$ cat config.mk
export PLATFORM = sky130hd
export DESIGN_NAME = sram_boot_loader_flat
export DESIGN_NICKNAME = d
export VERILOG_FILES = /design/src/rtl/sys_pkg.sv /design/src/rtl/sram_boot_loader_if.sv /design/src/rtl/boot_addr_gen.sv /design/src/rtl/sram_boot_loader.sv /design/src/flat_wrapper.sv
export SDC_FILE = /design/constraint.sdc
export NUM_CORES = 1
export LEC_CHECK = 0
export BUFFER_PORTS_ARGS = -buffer_cell sky130_fd_sc_hd__buf_2
export CAP_MARGIN = 30
export CORE_MARGIN = 5
export CORE_UTILIZATION = 40
export CTS_CLUSTER_SIZE = 25
export DETAILED_ROUTE_END_ITERATION = 16
export GPL_TIMING_DRIVEN = 0
export SYNTH_ARGS = -nofsm -noshare
export SYNTH_HDL_FRONTEND = slang
export SYNTH_SLANG_ARGS = --single-unit
$ cat constraint.sdc
create_clock -name clk -period 2.9 [get_ports clk]
set_input_delay 0.87 -clock clk [delete_from_list [all_inputs] [get_ports clk]]
set_output_delay 0.87 -clock clk [all_outputs]
set_load 0.05 [all_outputs]
$ cat src/rtl/sys_pkg.sv
// Shared definitions for the boot loader: loader FSM states and the SRAM
// geometry that the loader parameters default to.
package sys_pkg;

  localparam int SRAM_DATA_W = 32'd45;
  localparam int SRAM_DEPTH  = 32'd512;
  localparam int SRAM_COLS   = 32'd4;

  typedef enum logic [2:0] {
    IDLE  = 3'd0,
    LOAD  = 3'd1,
    FILL  = 3'd2,
    HOLD  = 3'd3,
    RUN   = 3'd4,
    ERROR = 3'd5
  } boot_state_e;

endpackage

$ cat src/rtl/sram_boot_loader_if.sv
// Boot stream (valid/ready) plus SRAM write port seen by the loader.
// The slave modport is the loader side; master is the source/SRAM side.
interface sram_boot_loader_if
  import sys_pkg::*;
#(
  parameter int DATA_W = SRAM_DATA_W,
  parameter int DEPTH  = SRAM_DEPTH,
  parameter int COLS   = SRAM_COLS
);

  localparam int ROW_W = $clog2(DEPTH / COLS);
  localparam int COL_W = $clog2(COLS);

  logic              s_valid;
  logic              s_ready;
  logic [DATA_W-1:0] s_data;
  logic              s_last;
  logic              sram_we;
  logic [ROW_W-1:0]  sram_row;
  logic [COL_W-1:0]  sram_col;
  logic [DATA_W-1:0] sram_wdata;

  modport master (
    output s_valid, s_data, s_last,
    input  s_ready, sram_we, sram_row, sram_col, sram_wdata
  );

  modport slave (
    input  s_valid, s_data, s_last,
    output s_ready, sram_we, sram_row, sram_col, sram_wdata
  );

endinterface

$ cat src/rtl/boot_addr_gen.sv
// Linear SRAM address counter shared by the load and fill phases, with the
// row/column split and the terminal-count flags the loader FSM needs.
module boot_addr_gen
  import sys_pkg::*;
#(
  parameter int DEPTH = SRAM_DEPTH,
  parameter int COLS  = SRAM_COLS,
  localparam int ADDR_W = $clog2(DEPTH),
  localparam int ROW_W  = $clog2(DEPTH / COLS),
  localparam int COL_W  = $clog2(COLS)
) (
  input  logic              clk,
  input  logic              resetn,
  input  logic              clr_s,
  input  logic              inc_s,
  output logic [ADDR_W:0]   addr_r,
  output logic [ROW_W-1:0]  row_s,
  output logic [COL_W-1:0]  col_s,
  output logic              full_s,
  output logic              last_s
);

  // One extra bit so the counter can sit at DEPTH when the SRAM is full.
  localparam logic [ADDR_W:0] ADDR_ONE  = (ADDR_W + 1)'(32'd1);
  localparam logic [ADDR_W:0] ADDR_FULL = (ADDR_W + 1)'(DEPTH);
  localparam logic [ADDR_W:0] ADDR_LAST = (ADDR_W + 1)'(DEPTH - 32'd1);

  // Address counter: cleared at the start of a load, stepped per write.
  always_ff @(posedge clk) begin
    if (!resetn) begin
      addr_r <= '0;
    end else if (clr_s) begin
      addr_r <= '0;
    end else if (inc_s) begin
      addr_r <= addr_r + ADDR_ONE;
    end else begin
      addr_r <= addr_r;
    end
  end

  assign row_s  = addr_r[ADDR_W-1:COL_W];
  assign col_s  = addr_r[COL_W-1:0];
  assign full_s = (addr_r == ADDR_FULL);
  assign last_s = (addr_r == ADDR_LAST);

endmodule

$ cat src/rtl/sram_boot_loader.sv
// Front-door firmware loader: streams words into the SRAM, verifies the XOR
// checksum, optionally zero-fills the remainder, then releases the CPU.
module sram_boot_loader
  import sys_pkg::*;
#(
  parameter int DATA_W      = SRAM_DATA_W,
  parameter int DEPTH       = SRAM_DEPTH,
  parameter int COLS        = SRAM_COLS,
  parameter int HOLD_CYCLES = 32'd16,
  parameter int ZERO_FILL   = 32'd1
) (
  input  logic                     clk,
  input  logic                     resetn,
  input  logic                     start,
  sram_boot_loader_if.slave        bus,
  output logic                     cpu_resetn,
  output logic                     done,
  output logic                     error,
  output logic [$clog2(DEPTH):0]   words_loaded
);

  localparam int ADDR_W = $clog2(DEPTH);
  localparam int ROW_W  = $clog2(DEPTH / COLS);
  localparam int COL_W  = $clog2(COLS);
  localparam int HOLD_W = $clog2(HOLD_CYCLES + 32'd1);
  localparam logic [HOLD_W-1:0] HOLD_LAST = HOLD_W'(HOLD_CYCLES - 32'd1);
  localparam logic [HOLD_W-1:0] HOLD_ONE  = HOLD_W'(32'd1);

  boot_state_e       state_r;
  boot_state_e       state_nx_s;
  logic [DATA_W-1:0] checksum_r;
  logic [ADDR_W:0]   words_r;
  logic [HOLD_W-1:0] hold_cnt_r;
  logic              s_ready_r;
  logic              we_r;
  logic [ROW_W-1:0]  row_r;
  logic [COL_W-1:0]  col_r;
  logic [DATA_W-1:0] wdata_r;
  logic              cpu_resetn_r;
  logic              done_r;
  logic              error_r;

  logic              accept_s;
  logic              addr_clr_s;
  logic              wr_s;
  logic              last_ok_s;
  logic [ADDR_W:0]   addr_s;
  logic [ROW_W-1:0]  row_s;
  logic [COL_W-1:0]  col_s;
  logic              full_s;
  logic              last_s;

  boot_addr_gen #(
    .DEPTH (DEPTH),
    .COLS  (COLS)
  ) u_addr (
    .clk    (clk),
    .resetn (resetn),
    .clr_s  (addr_clr_s),
    .inc_s  (wr_s),
    .addr_r (addr_s),
    .row_s  (row_s),
    .col_s  (col_s),
    .full_s (full_s),
    .last_s (last_s)
  );

  // s_ready_r is high exactly while in LOAD, so it doubles as the state qualifier.
  assign accept_s = bus.s_valid & s_ready_r;

  // Next-state decode plus the per-cycle write and counter controls.
  always_comb begin
    state_nx_s = state_r;
    addr_clr_s = 1'b0;
    wr_s       = 1'b0;
    last_ok_s  = 1'b0;
    case (state_r)
      IDLE, RUN, ERROR: begin
        if (start) begin
          state_nx_s = LOAD;
          addr_clr_s = 1'b1;
        end else begin
          state_nx_s = state_r;
        end
      end
      LOAD: begin
        if (!accept_s) begin
          state_nx_s = LOAD;
        end else if (bus.s_last) begin
          if (bus.s_data == checksum_r) begin
            last_ok_s = 1'b1;
            if ((ZERO_FILL != 32'd0) && !full_s) begin
              state_nx_s = FILL;
            end else begin
              state_nx_s = HOLD;
            end
          end else begin
            state_nx_s = ERROR;
          end
        end else if (full_s) begin
          state_nx_s = ERROR;
        end else begin
          wr_s = 1'b1;
        end
      end
      FILL: begin
        wr_s = 1'b1;
        if (last_s) begin
          state_nx_s = HOLD;
        end else begin
          state_nx_s = FILL;
        end
      end
      HOLD: begin
        if (hold_cnt_r == HOLD_LAST) begin
          state_nx_s = RUN;
        end else begin
          state_nx_s = HOLD;
        end
      end
      default: begin
        state_nx_s = IDLE;
      end
    endcase
  end

  // State, registered outputs, checksum, image length and hold counter.
  always_ff @(posedge clk) begin
    if (!resetn) begin
      state_r      <= IDLE;
      checksum_r   <= '0;
      words_r      <= '0;
      hold_cnt_r   <= '0;
      s_ready_r    <= 1'b0;
      we_r         <= 1'b0;
      row_r        <= '0;
      col_r        <= '0;
      wdata_r      <= '0;
      cpu_resetn_r <= 1'b0;
      done_r       <= 1'b0;
      error_r      <= 1'b0;
    end else begin
      state_r      <= state_nx_s;
      s_ready_r    <= (state_nx_s == LOAD);
      cpu_resetn_r <= (state_nx_s == RUN);
      done_r       <= (state_nx_s == RUN);
      error_r      <= (state_nx_s == ERROR);
      we_r         <= wr_s;
      if (wr_s) begin
        row_r   <= row_s;
        col_r   <= col_s;
        wdata_r <= (state_r == FILL) ? '0 : bus.s_data;
      end else begin
        row_r   <= row_r;
        col_r   <= col_r;
        wdata_r <= wdata_r;
      end
      // Only data beats feed the checksum; fill writes share wr_s but not LOAD.
      if (addr_clr_s) begin
        checksum_r <= '0;
      end else if (wr_s && (state_r == LOAD)) begin
        checksum_r <= checksum_r ^ bus.s_data;
      end else begin
        checksum_r <= checksum_r;
      end
      if (addr_clr_s) begin
        words_r <= '0;
      end else if (last_ok_s) begin
        words_r <= addr_s;
      end else begin
        words_r <= words_r;
      end
      if (state_r == HOLD) begin
        hold_cnt_r <= hold_cnt_r + HOLD_ONE;
      end else begin
        hold_cnt_r <= '0;
      end
    end
  end

  assign bus.s_ready    = s_ready_r;
  assign bus.sram_we    = we_r;
  assign bus.sram_row   = row_r;
  assign bus.sram_col   = col_r;
  assign bus.sram_wdata = wdata_r;
  assign cpu_resetn     = cpu_resetn_r;
  assign done           = done_r;
  assign error          = error_r;
  assign words_loaded   = words_r;

endmodule
$ cat src/flat_wrapper.sv
// flat-port wrapper written by rule: the top's interface ports become plain ports
module sram_boot_loader_flat import sys_pkg::*;
#(
  parameter int DATA_W      = SRAM_DATA_W,
  parameter int DEPTH       = SRAM_DEPTH,
  parameter int COLS        = SRAM_COLS,
  parameter int HOLD_CYCLES = 32'd16,
  parameter int ZERO_FILL   = 32'd1
)
  (clk, resetn, start, cpu_resetn, done, error, words_loaded, bus_s_valid, bus_s_data, bus_s_last, bus_s_ready, bus_sram_we, bus_sram_row, bus_sram_col, bus_sram_wdata);
  sram_boot_loader_if #(.DATA_W(DATA_W), .DEPTH(DEPTH), .COLS(COLS)) bus_i ();
  input  logic clk;
  input  logic resetn;
  input  logic start;
  output logic cpu_resetn;
  output logic done;
  output logic error;
  output logic [$clog2(DEPTH):0] words_loaded;
  input wire logic [$bits(bus_i.s_valid)-1:0] bus_s_valid;
  input wire logic [$bits(bus_i.s_data)-1:0] bus_s_data;
  input wire logic [$bits(bus_i.s_last)-1:0] bus_s_last;
  output wire logic [$bits(bus_i.s_ready)-1:0] bus_s_ready;
  output wire logic [$bits(bus_i.sram_we)-1:0] bus_sram_we;
  output wire logic [$bits(bus_i.sram_row)-1:0] bus_sram_row;
  output wire logic [$bits(bus_i.sram_col)-1:0] bus_sram_col;
  output wire logic [$bits(bus_i.sram_wdata)-1:0] bus_sram_wdata;
  assign bus_i.s_valid = bus_s_valid;
  assign bus_i.s_data = bus_s_data;
  assign bus_i.s_last = bus_s_last;
  assign bus_s_ready = bus_i.s_ready;
  assign bus_sram_we = bus_i.sram_we;
  assign bus_sram_row = bus_i.sram_row;
  assign bus_sram_col = bus_i.sram_col;
  assign bus_sram_wdata = bus_i.sram_wdata;
  sram_boot_loader #(.DATA_W(DATA_W), .DEPTH(DEPTH), .COLS(COLS), .HOLD_CYCLES(HOLD_CYCLES), .ZERO_FILL(ZERO_FILL)) u_core (.clk(clk), .resetn(resetn), .start(start), .bus(bus_i), .cpu_resetn(cpu_resetn), .done(done), .error(error), .words_loaded(words_loaded));
endmodule
==> flow_summary.yaml, run 1 <==
status:
  status: "finished, final reports clean"
timing:
  rsz0062_at_grt: "false"
  setup_violations: 0
  period_share_pct: 86.9
  finClkSkew_ps: 8.73
  clock.fmax_mhz: 397
  worstMarginPinSlew_ps: 930
  setup-tns-final_ps: 0
  finalHoldViolations: 0
  fin_hold_ws_ps: 449
  min_period_ps: 2520
  slew_headroom_pct: 37.6
  setup_ws_ps: 380
  drv_slew: 0
pwr:
  total_power_mw: 4.37
  switching_share_pct: 22.6
  combPwrFrac_pct: 6.2
  p_int_mw: 3.38
  p_per_area_mw_per_mm2: 627
  clkPwrFrac_pct: 52.0
  p_sw_uw: 989
  p_leak_nw: 2.76
  irDropWorstVdd_v: 0.000423
  seqPwrFrac_pct: 41.8
die:
  rows: 43
  floorplan.die.height_um: 127
  die_width_um: 127
  io-pin-count: 119
  core_sq_mm: 0.0137
  initial_utilization_pct: 40.2
  dieArea_sq_mm: 0.0162
detailed_routing:
  vias: 4798
  vias_per_cell: 5.08
  drcViolationCount: 0
  postRouteAntennaNets: 0
  drt-wirelength-per-cell_um: 16.0
  routed_wl_mm: 15.1
  drtIter0Drc: 278
  drtPass1Iterations: 4
layout:
  finalNonFillerCells: 944
  final_area_sq_mm: 0.00697
  diodes: 0
  fin_nets: 805
  final_core_util_pct: 50.8
  drive_gt1_share_pct: 21.7
  area_growth_pct: 26.2
synthesis:
  synth_edf_count: 0
  synth-seq-cells: 131
  synthDistinctLibCells: 45
  synth_cells: 615
  yosys_warnings: 0
  synth_area_sq_mm: 0.00552
  ys.flop_type: "dfxtp_1"
  ys_async_sr_fraction_pct: 0
  synth_fp_nets: 669
  seq_area_frac_synth_pct: 47.5
  avgSynthCellArea_sq_um: 8.97
clocking:
  cts_root_buf: "clkbuf_16"
  cts_made_buffers: 17
  cts.sinks: 131
  tritoncts: "done"
  post_cts_buffers: 0
  cts_buffer_depth: 2
  clock_latency_ps: 420
  cts.reportedPaths.clkPinSlew_ps: 60
  holdBufCountCts: 0
  htree_num_levels: 4
  cts-resized-gates: 0
grt:
  grt_util_met2_pct: 31.3
  antenna_found_initial: 0
  met3_usage_pct: 5.89
  gr-total-overflow: 0
  grt_pass1_vias: 4905
  grt_max_degree: 17
  grt.total_usage_pct: 18.8
  met1_usage_pct: 22.5
  grt_pass1_wl_mm: 23.9
  grt-busiest-layer: "met2"
worst_setup_path:
  cp-end-kind: "register"
  cp_cell_sequence: "inv_1 -> ha_1 -> nor4b_2 -> a31oi_1 -> buf_2 -> nand2_1 -> buf_2 -> nand2_1 -> a21oi_1"
  path_max_fanout: 10
  worst_ep_arrival_time_ps: 2800
  cp.required_ps: 3180
  cpPeakStageDelay_ps: 420
  cp-start-kind: "register"
  crit_type: "reg2reg"
  slowest_stage: "dfxtp_1"
placement:
  dp_cells: 912
  portBuffers: 117
  routabilityCongestion: 0.833
  dp_slack_ps: 19.7
  placed_area_sq_mm: 0.00633
  hpwl_mm: 11.5
hold_path:
  min_path_type: "reg2reg"
job:
  drv_cap: 0
==> power groups by stage <==
stage | combinational [mW] | clock, mW | sequential, mW
6_report | 0.269 | 2.27 | 1.83
5_1_grt | 0.290 | 2.39 | 1.83
4_1_cts | 0.269 | 2.31 | 1.83
3_5_place_dp | 0.267 | 0 | 1.87
3_3_place_gp | 0.265 | 0 | 1.86
2_1_floorplan | 0.124 | 0 | 1.90
==> synth_stat cells (8+ instances only) <==
cell        n  share of area (%)
o21ai_0     8               0.73
nor2b_1    12                1.4
clkbuf_1   19                1.3
xor2_1     51                8.1
nand3_1    51                4.6
nor2_1     64                4.4
nand4_1    19                2.2
a21oi_1    52                4.7
nand2_1    79                5.4
dfxtp_1   131                 48
xnor2_1    45                7.1
mux2i_1    20                3.6
buf_2       9               0.82
==> critical path, delay by kind of cell, from the launching register on <==
kind | cells | cell delay [ps]
buf+inv | 3 | 750
flops | 1 | 420
simple gates | 3 | 620
fa+ha+maj | 1 | 190
compound gates | 2 | 400
==> path summary, 6_finish.rpt <==
check / depth (start not counted) / slack [ps] / start / to
worst min-delay path: 1 / 450 / u_core.hold_cnt_r[0] / u_core.hold_cnt_r[0]
worst max-delay path: 9 / 380 / u_core.u_addr.addr_r[0] / u_core.bus.sram_wdata[17]
worst min register to register: 1 / 450 / u_core.hold_cnt_r[0] / u_core.hold_cnt_r[0]
worst max register to register: 9 / 380 / u_core.u_addr.addr_r[0] / u_core.bus.sram_wdata[17]
==> cell usage in the layout, fill, tap and decap left out, types with 2 or more instances in the layout <==
master / instances
o21ai_0: 8
nand3_1: 51
nor2b_1: 12
ha_1: 4
nand4_1: 19
xor2_1: 51
clkinv_2: 3
a31oi_1: 2
nor2_1: 64
a21oi_1: 52
nand2_1: 79
xnor2_1: 45
inv_1: 5
or4_4: 2
dfxtp_1: 131
nand2b_1: 2
clkinv_4: 2
clkbuf_8: 2
buf_6: 2
clkbuf_16: 17
nor4_1: 2
buf_2: 126
o21a_1: 2
clkbuf_1: 19
mux2i_1: 20
nand4bb_1: 2
clkinvlp_4: 4
or4_1: 6
nand4b_1: 3
bufinv_16: 4
o31ai_1: 2
or3_1: 2
==> flip-flops by register name, indices dropped and copies added, names as in the netlist <==
| name | flops |
|---|---|
| u_core.error | 1 |
| u_core.done | 1 |
| u_core.bus.sram_wdata | 45 |
| u_core.u_addr.addr_r | 10 |
| u_core.checksum_r | 45 |
| u_core.bus.sram_row | 7 |
| u_core.state_r | 3 |
| u_core.bus.sram_col | 2 |
| u_core.bus.s_ready | 1 |
| u_core.words_loaded | 10 |
| u_core.hold_cnt_r | 5 |
| u_core.bus.sram_we | 1 |
==> cell families (layout without fill, tap and decap cells) <==
family / after synthesis / after routing / share of synthesized area (%)
DFF: 131 / 131 / 47.5
and+or+nand+nor: 255 / 255 / 22.6
AOI/OAI and AO/OA: 72 / 72 / 7.07
muxes: 20 / 20 / 3.63
xor gates and xnor gates: 96 / 96 / 15.2
buffers and inverters: 37 / 186 / 3.06
adders and majority gates: 4 / 4 / 0.907
==> final cells by class <==
class                      count  area [sq um]
buffer                        32           150
multi-input combinational    447          2730
tap                          180           225
sequential                   131          2620
clock inverter                13           183
inverter                       5          18.8
clock buffer                  19           453
fill                        1323          6750
timing repair buffer         117           586
==> layer usage <==
metal  up-vias  share of wire [%]
met3        26                5.9
met5         -                  0
met2       144                 49
met1      2272                 43
met4         0                2.4
li1       2356                  -
(Power assumes the default switching activity.)
==> run 2: changes to the inputs <==
--- a/config.mk
+++ b/config.mk
@@ -11,7 +11,6 @@
 export CORE_UTILIZATION = 40
 export CTS_CLUSTER_SIZE = 25
 export DETAILED_ROUTE_END_ITERATION = 16
-export GPL_TIMING_DRIVEN = 0
 export SYNTH_ARGS = -nofsm -noshare
 export SYNTH_HDL_FRONTEND = slang
 export SYNTH_SLANG_ARGS = --single-unit
==> run 2 against run 1 <==
  * Cell count down 2.4%
  * Register-to-register slack better by 280 ps
  * First-iteration DRC count down 4.3%
  * Largest cell class unchanged
  * Combinational power about the same
  * Wire length down 2.1%
  * Critical endpoint is now u_core.words_loaded[4]
  * Fmax up 4.0%
  * Die area unchanged
  * Sequential share of layout area up 0.37 points
  * Highest routed layer unchanged
  * Critical path type is now in2reg
  * Global-route usage about the same
  * Via count down 2.5%
==> flow_summary.yaml, run 2 (synthesis gave the netlist of run 1 again) <==
hold_path:
  hold_end: "u_core.bus.sram_wdata[0]"
  whs_path_depth: 2
  min_path_type: "reg2reg"
  holdCritStartpoint: "u_core.bus.sram_wdata[0]"
worst_setup_path:
  r2r_start: "u_core.u_addr.addr_r[0]"
  cpPeakStageDelay_ps: 570
  rr_worst_depth: 8
  regToRegEndpoint: "u_core.bus.sram_row[3]"
  crit_start: "bus_s_data[20]"
  crit_type: "in2reg"
  cp.required_ps: 3240
  cp-end-kind: "register"
  worst_ep_arrival_time_ps: 2760
  path_max_fanout: 11
  slowest_stage: "or4_4"
  cp-start-kind: "primary input"
  r2r_setup_slack_ps: 660
  cp_cell_sequence: "buf_2 -> xnor2_1 -> nand4_1 -> or4_4 -> nor4_4 -> buf_12 -> mux2i_1"
layout:
  area_growth_pct: 25.0
  final_cell_mix: "dfxtp_1 (131), buf_2 (118), nand2_1 (79)"
  final_area_sq_mm: 0.00690
  seqCellArea_sq_mm: 0.00262
  diodes: 0
  drive_gt1_share_pct: 21.9
  fin_nets: 783
  layout.cells.most_common: "dfxtp_1"
  fillers: 1339
  multi_input_area_sq_mm: 0.00277
detailed_routing:
  vias: 4676
  drtPass1Iterations: 4
  vias_per_cell: 5.08
  postRouteAntennaNets: 0
  routed_wl_mm: 14.8
  drcViolationCount: 0
  drt-wirelength-per-cell_um: 16.1
  drtIter0Drc: 266
placement:
  routabilityCongestion: 0.806
  hpwl_mm: 10.8
  dp_slack_ps: 82.3
  portBuffers: 118
  placed_area_sq_mm: 0.00631
timing:
  finalHoldViolations: 0
  drv_slew: 0
  finClkSkew_ps: 6.23
  rsz0062_at_grt: "false"
  worstMarginPinSlew_ps: 670
  fin_hold_ws_ps: 452
  slew_headroom_pct: 55.3
  setup_violations: 0
  clock.fmax_mhz: 413
  min_period_ps: 2420
  setup-tns-final_ps: 0
  period_share_pct: 83.5
  setup_ws_ps: 478
pwr:
  irDropWorstVdd_v: 0.000390
  p_leak_nw: 2.73
  p_per_area_mw_per_mm2: 608
  total_power_mw: 4.20
clocking:
  htree_num_levels: 4
  post_cts_buffers: 0
  clock_latency_ps: 410
  holdBufCountCts: 0
  cts.sinks: 131
  tritoncts: "done"
  cts_root_buf: "clkbuf_16"
  cts-resized-gates: 0
  cts.reportedPaths.clkPinSlew_ps: 50
  cts_made_buffers: 17
  cts_buffer_depth: 2
job:
  drv_cap: 0
die:
  rows: 43
  die_width_um: 127
  initial_utilization_pct: 40.2
  dieArea_sq_mm: 0.0162
  core_sq_mm: 0.0137
  floorplan.die.height_um: 127
  io-pin-count: 119
grt:
  gr-total-overflow: 0
  grt.total_usage_pct: 18.7
  grt_pass1_vias: 4731
  grt_max_degree: 47
  antenna_found_initial: 0
  grt_pass1_wl_mm: 24.0
status:
  status: "finished, final reports clean"
run 2: cell count changes in the layout (fill, tap and decap cells not counted), sizes merged:
cell      delta
buf          -3
bufinv       -2
clkbuf      -11
clkinv       -3
clkinvlp     -4
run 2: final cells by class:
cell class	count	area share [%]
tap	180	3.27
clock buffer	27	7.44
sequential	131	38.0
timing repair buffer	127	9.90
clock inverter	4	1.02
multi-input combinational	447	40.1
inverter	5	0.272
run 2: worst max-delay path by stage:
stage / slack (ps) / cells after the start / end
after floorplan: 480 / 6 / u_core.words_loaded[2]
after CTS: 530 / 7 / u_core.words_loaded[4]
final: 480 / 7 / u_core.words_loaded[4]
after global placement: 130 / 7 / u_core.words_loaded[0]
after global routing: 420 / 7 / u_core.words_loaded[3]
after detailed placement: 80 / 7 / u_core.words_loaded[3]
run 2: worst max-delay path, delay by kind of cell:
kind          cells  cell delay (ps)
xor+xnor          1              300
simple gates      3             1090
mux               1              180
buf+inv           2              310
run 2: report_power, final:
| part | internal (mW) | switching, mW | total (mW) |
|---|---|---|---|
| Combinational | 0.0861 | 0.180 | 0.266 |
| Sequential | 1.82 | 0.0114 | 1.83 |
| Clock | 1.37 | 0.729 | 2.10 |
run 2: per-stage QoR:
step | utilization (%) | std cells
2_1_floorplan | - | 615
5_1_grt | 50.3 | 921
4_1_cts | 50.3 | 921
3_5_place_dp | 46.0 | 890
6_report | 50.3 | 921
3_3_place_gp | 46.0 | 890
run 2: metal layers:
layer / track usage [%] / up-vias / wire length, um
li1: - / 2311 / -
met1: 22.9 / 2211 / 6310
met5: 0 / - / 0
met3: 5.69 / 21 / 920
met2: 31.3 / 133 / 7310
met4: 6.69 / 0 / 276
==> run 3: changes to the inputs <==
==> constraint.sdc (replaced) <==
create_clock -name clk -period 2 [get_ports clk]
set_input_delay 0.6 -clock clk [delete_from_list [all_inputs] [get_ports clk]]
set_output_delay 0.6 -clock clk [all_outputs]
set_load 0.05 [all_outputs]
==> run 3 against run 2 <==
  * Combinational power is 92% higher
  * Cell count increased by 6.5%
  * Design area up 13%
  * Clock skew up 8.9 ps
  * Worst setup slack worse by 530 ps
  * Critical endpoint is now u_core.words_loaded[5]
  * Clock power grew 49%
  * Sequential power grew 45%
  * Non-clock buffer count rose by 59
  * The flow now finishes with violations (negative setup slack)
  * Global-route usage up 0.52 points
  * Via count increased by 7.1%
  * First-iteration DRC count up 48%
  * Count of clock-buffer cells in the layout down 4
==> flow_summary.yaml, run 3 (synthesis gave the netlist of run 1 again) <==
layout:
  fin_nets: 842
  diodes: 0
  final_cell_mix: "dfxtp_1 (119), buf_2 (118), nand2_1 (78)"
  finalNonFillerCells: 981
  drive_gt1_share_pct: 33.2
  final_core_util_pct: 56.6
  layout.cells.most_common: "dfxtp_1"
  area_growth_pct: 40.6
worst_setup_path:
  path_max_fanout: 11
  cp-start-kind: "register"
  crit_type: "reg2reg"
  cp.required_ps: 2340
  worst_ep_arrival_time_ps: 2390
  cp-end-kind: "register"
timing:
  setup_ws_ps: -49.0
  worstMarginPinSlew_ps: 458
  setup_violations: 7
  finalHoldViolations: 0
  period_share_pct: 102
  clock.fmax_mhz: 488
  setup-tns-final_ps: -134
  slew_headroom_pct: 69.5
  min_period_ps: 2050
  rsz0062_at_grt: "true"
  drv_slew: 0
  finClkSkew_ps: 15.2
status:
  status: "finished with violations"
  failed_checks: "negative setup slack"
detailed_routing:
  drcViolationCount: 0
  drtPass1Iterations: 5
  routed_wl_mm: 16.7
  drtIter0Drc: 395
  vias_per_cell: 5.10
  drt-wirelength-per-cell_um: 17.0
  vias: 5007
  postRouteAntennaNets: 0
pwr:
  irDropWorstVdd_v: 0.000476
  seqPwrFrac_pct: 42.1
  combPwrFrac_pct: 8.1
  switching_share_pct: 22.8
  p_per_area_mw_per_mm2: 811
  p_sw_mw: 1.43
  p_leak_nw: 3.24
  p_int_mw: 4.86
  clkPwrFrac_pct: 49.8
placement:
  portBuffers: 118
  hpwl_mm: 11.1
  dp_slack_ps: -481
  dp_cells: 937
  routabilityCongestion: 0.841
clocking:
  cts_root_buf: "clkbuf_16"
  htree_num_levels: 4
  clock_latency_ps: 430
  cts_made_buffers: 17
  cts.sinks: 131
  holdBufCountCts: 0
  cts_buffer_depth: 2
  cts.reportedPaths.clkPinSlew_ps: 50
  tritoncts: "done"
die:
  dieArea_sq_mm: 0.0162
  io-pin-count: 119
  die_width_um: 127
  initial_utilization_pct: 40.2
  rows: 43
  core_sq_mm: 0.0137
  floorplan.die.height_um: 127
hold_path:
  min_path_type: "reg2reg"
grt:
  grt_pass1_vias: 4957
  grt_max_degree: 48
  grt_pass1_wl_mm: 24.7
  gr-total-overflow: 0
  antenna_found_initial: 0
  grt.total_usage_pct: 19.3
job:
  drv_cap: 0
[run 3: cell types whose count changed in the layout (fill, tap and decap cells not counted), sizes merged]
cell / change
clkinvlp: +2
clkinv: +2
clkbuf: +1
bufinv: +1
buf: +54
[run 3: layout make-up]
| type | instances | area [sq um] |
|---|---|---|
| Clock buffer | 23 | 468 |
| Clock inverter | 9 | 129 |
| Fill cell | 1246 | 5960 |
| Inverter | 5 | 18.8 |
| Multi-Input combinational cell | 447 | 3020 |
| Sequential cell | 131 | 2640 |
| Tap cell | 180 | 225 |
| Timing Repair Buffer | 186 | 1270 |
[run 3: metrics by stage]
stage / hold WS [ps] / area, sq um / total power, mW
floorplan: 418 / 5610 / 2.94
global placement: 427 / 6800 / 3.16
detailed placement: 439 / 6800 / 3.16
CTS: 452 / 7490 / 6.30
global route: 473 / 7760 / 6.51
finish: 450 / 7760 / 6.29
[run 3: final timing paths]
path,depth (start not counted),to,slack [ps],from
worst max register to register,6,u_core.words_loaded[5],-50,u_core.checksum_r[42]
worst min-delay path,1,u_core.hold_cnt_r[0],450,u_core.hold_cnt_r[0]
worst min register to register,1,u_core.hold_cnt_r[0],450,u_core.hold_cnt_r[0]
worst max-delay path,6,u_core.words_loaded[5],-50,u_core.checksum_r[42]
[run 3: timing repair]
action                     in CTS  in global routing
setup endpoints to repair      17                 76
gates resized for setup        21                 20
pin swaps                       3                  6
setup buffers                   0                  6
cloned                          0                  6
[run 3: worst max-delay path, stage by stage, from the launching register on]
cell and delay (ps):
dfxtp_1 340, xnor2_2 230, nand4_1 130, or4_4 550, nor4_4 310, buf_12 190, mux2i_1 210
[run 3: metal layers]
layer  GRT usage (%)  up-vias  part of all wire [%]
li1                -     2442                     -
met1            23.1     2384                    42
met2            32.1      150                    50
met3            6.23       31                   6.3
met4            7.26        0                   2.4
met5               0        -                     0
[run 3: power by group through the flow]
stage	sequential, mW	clock, mW	combinational, mW
3_3_place_gp	2.70	0	0.451
3_5_place_dp	2.71	0	0.454
5_1_grt	2.65	3.31	0.542
2_1_floorplan	2.75	0	0.189
6_report	2.65	3.13	0.510
4_1_cts	2.65	3.18	0.469
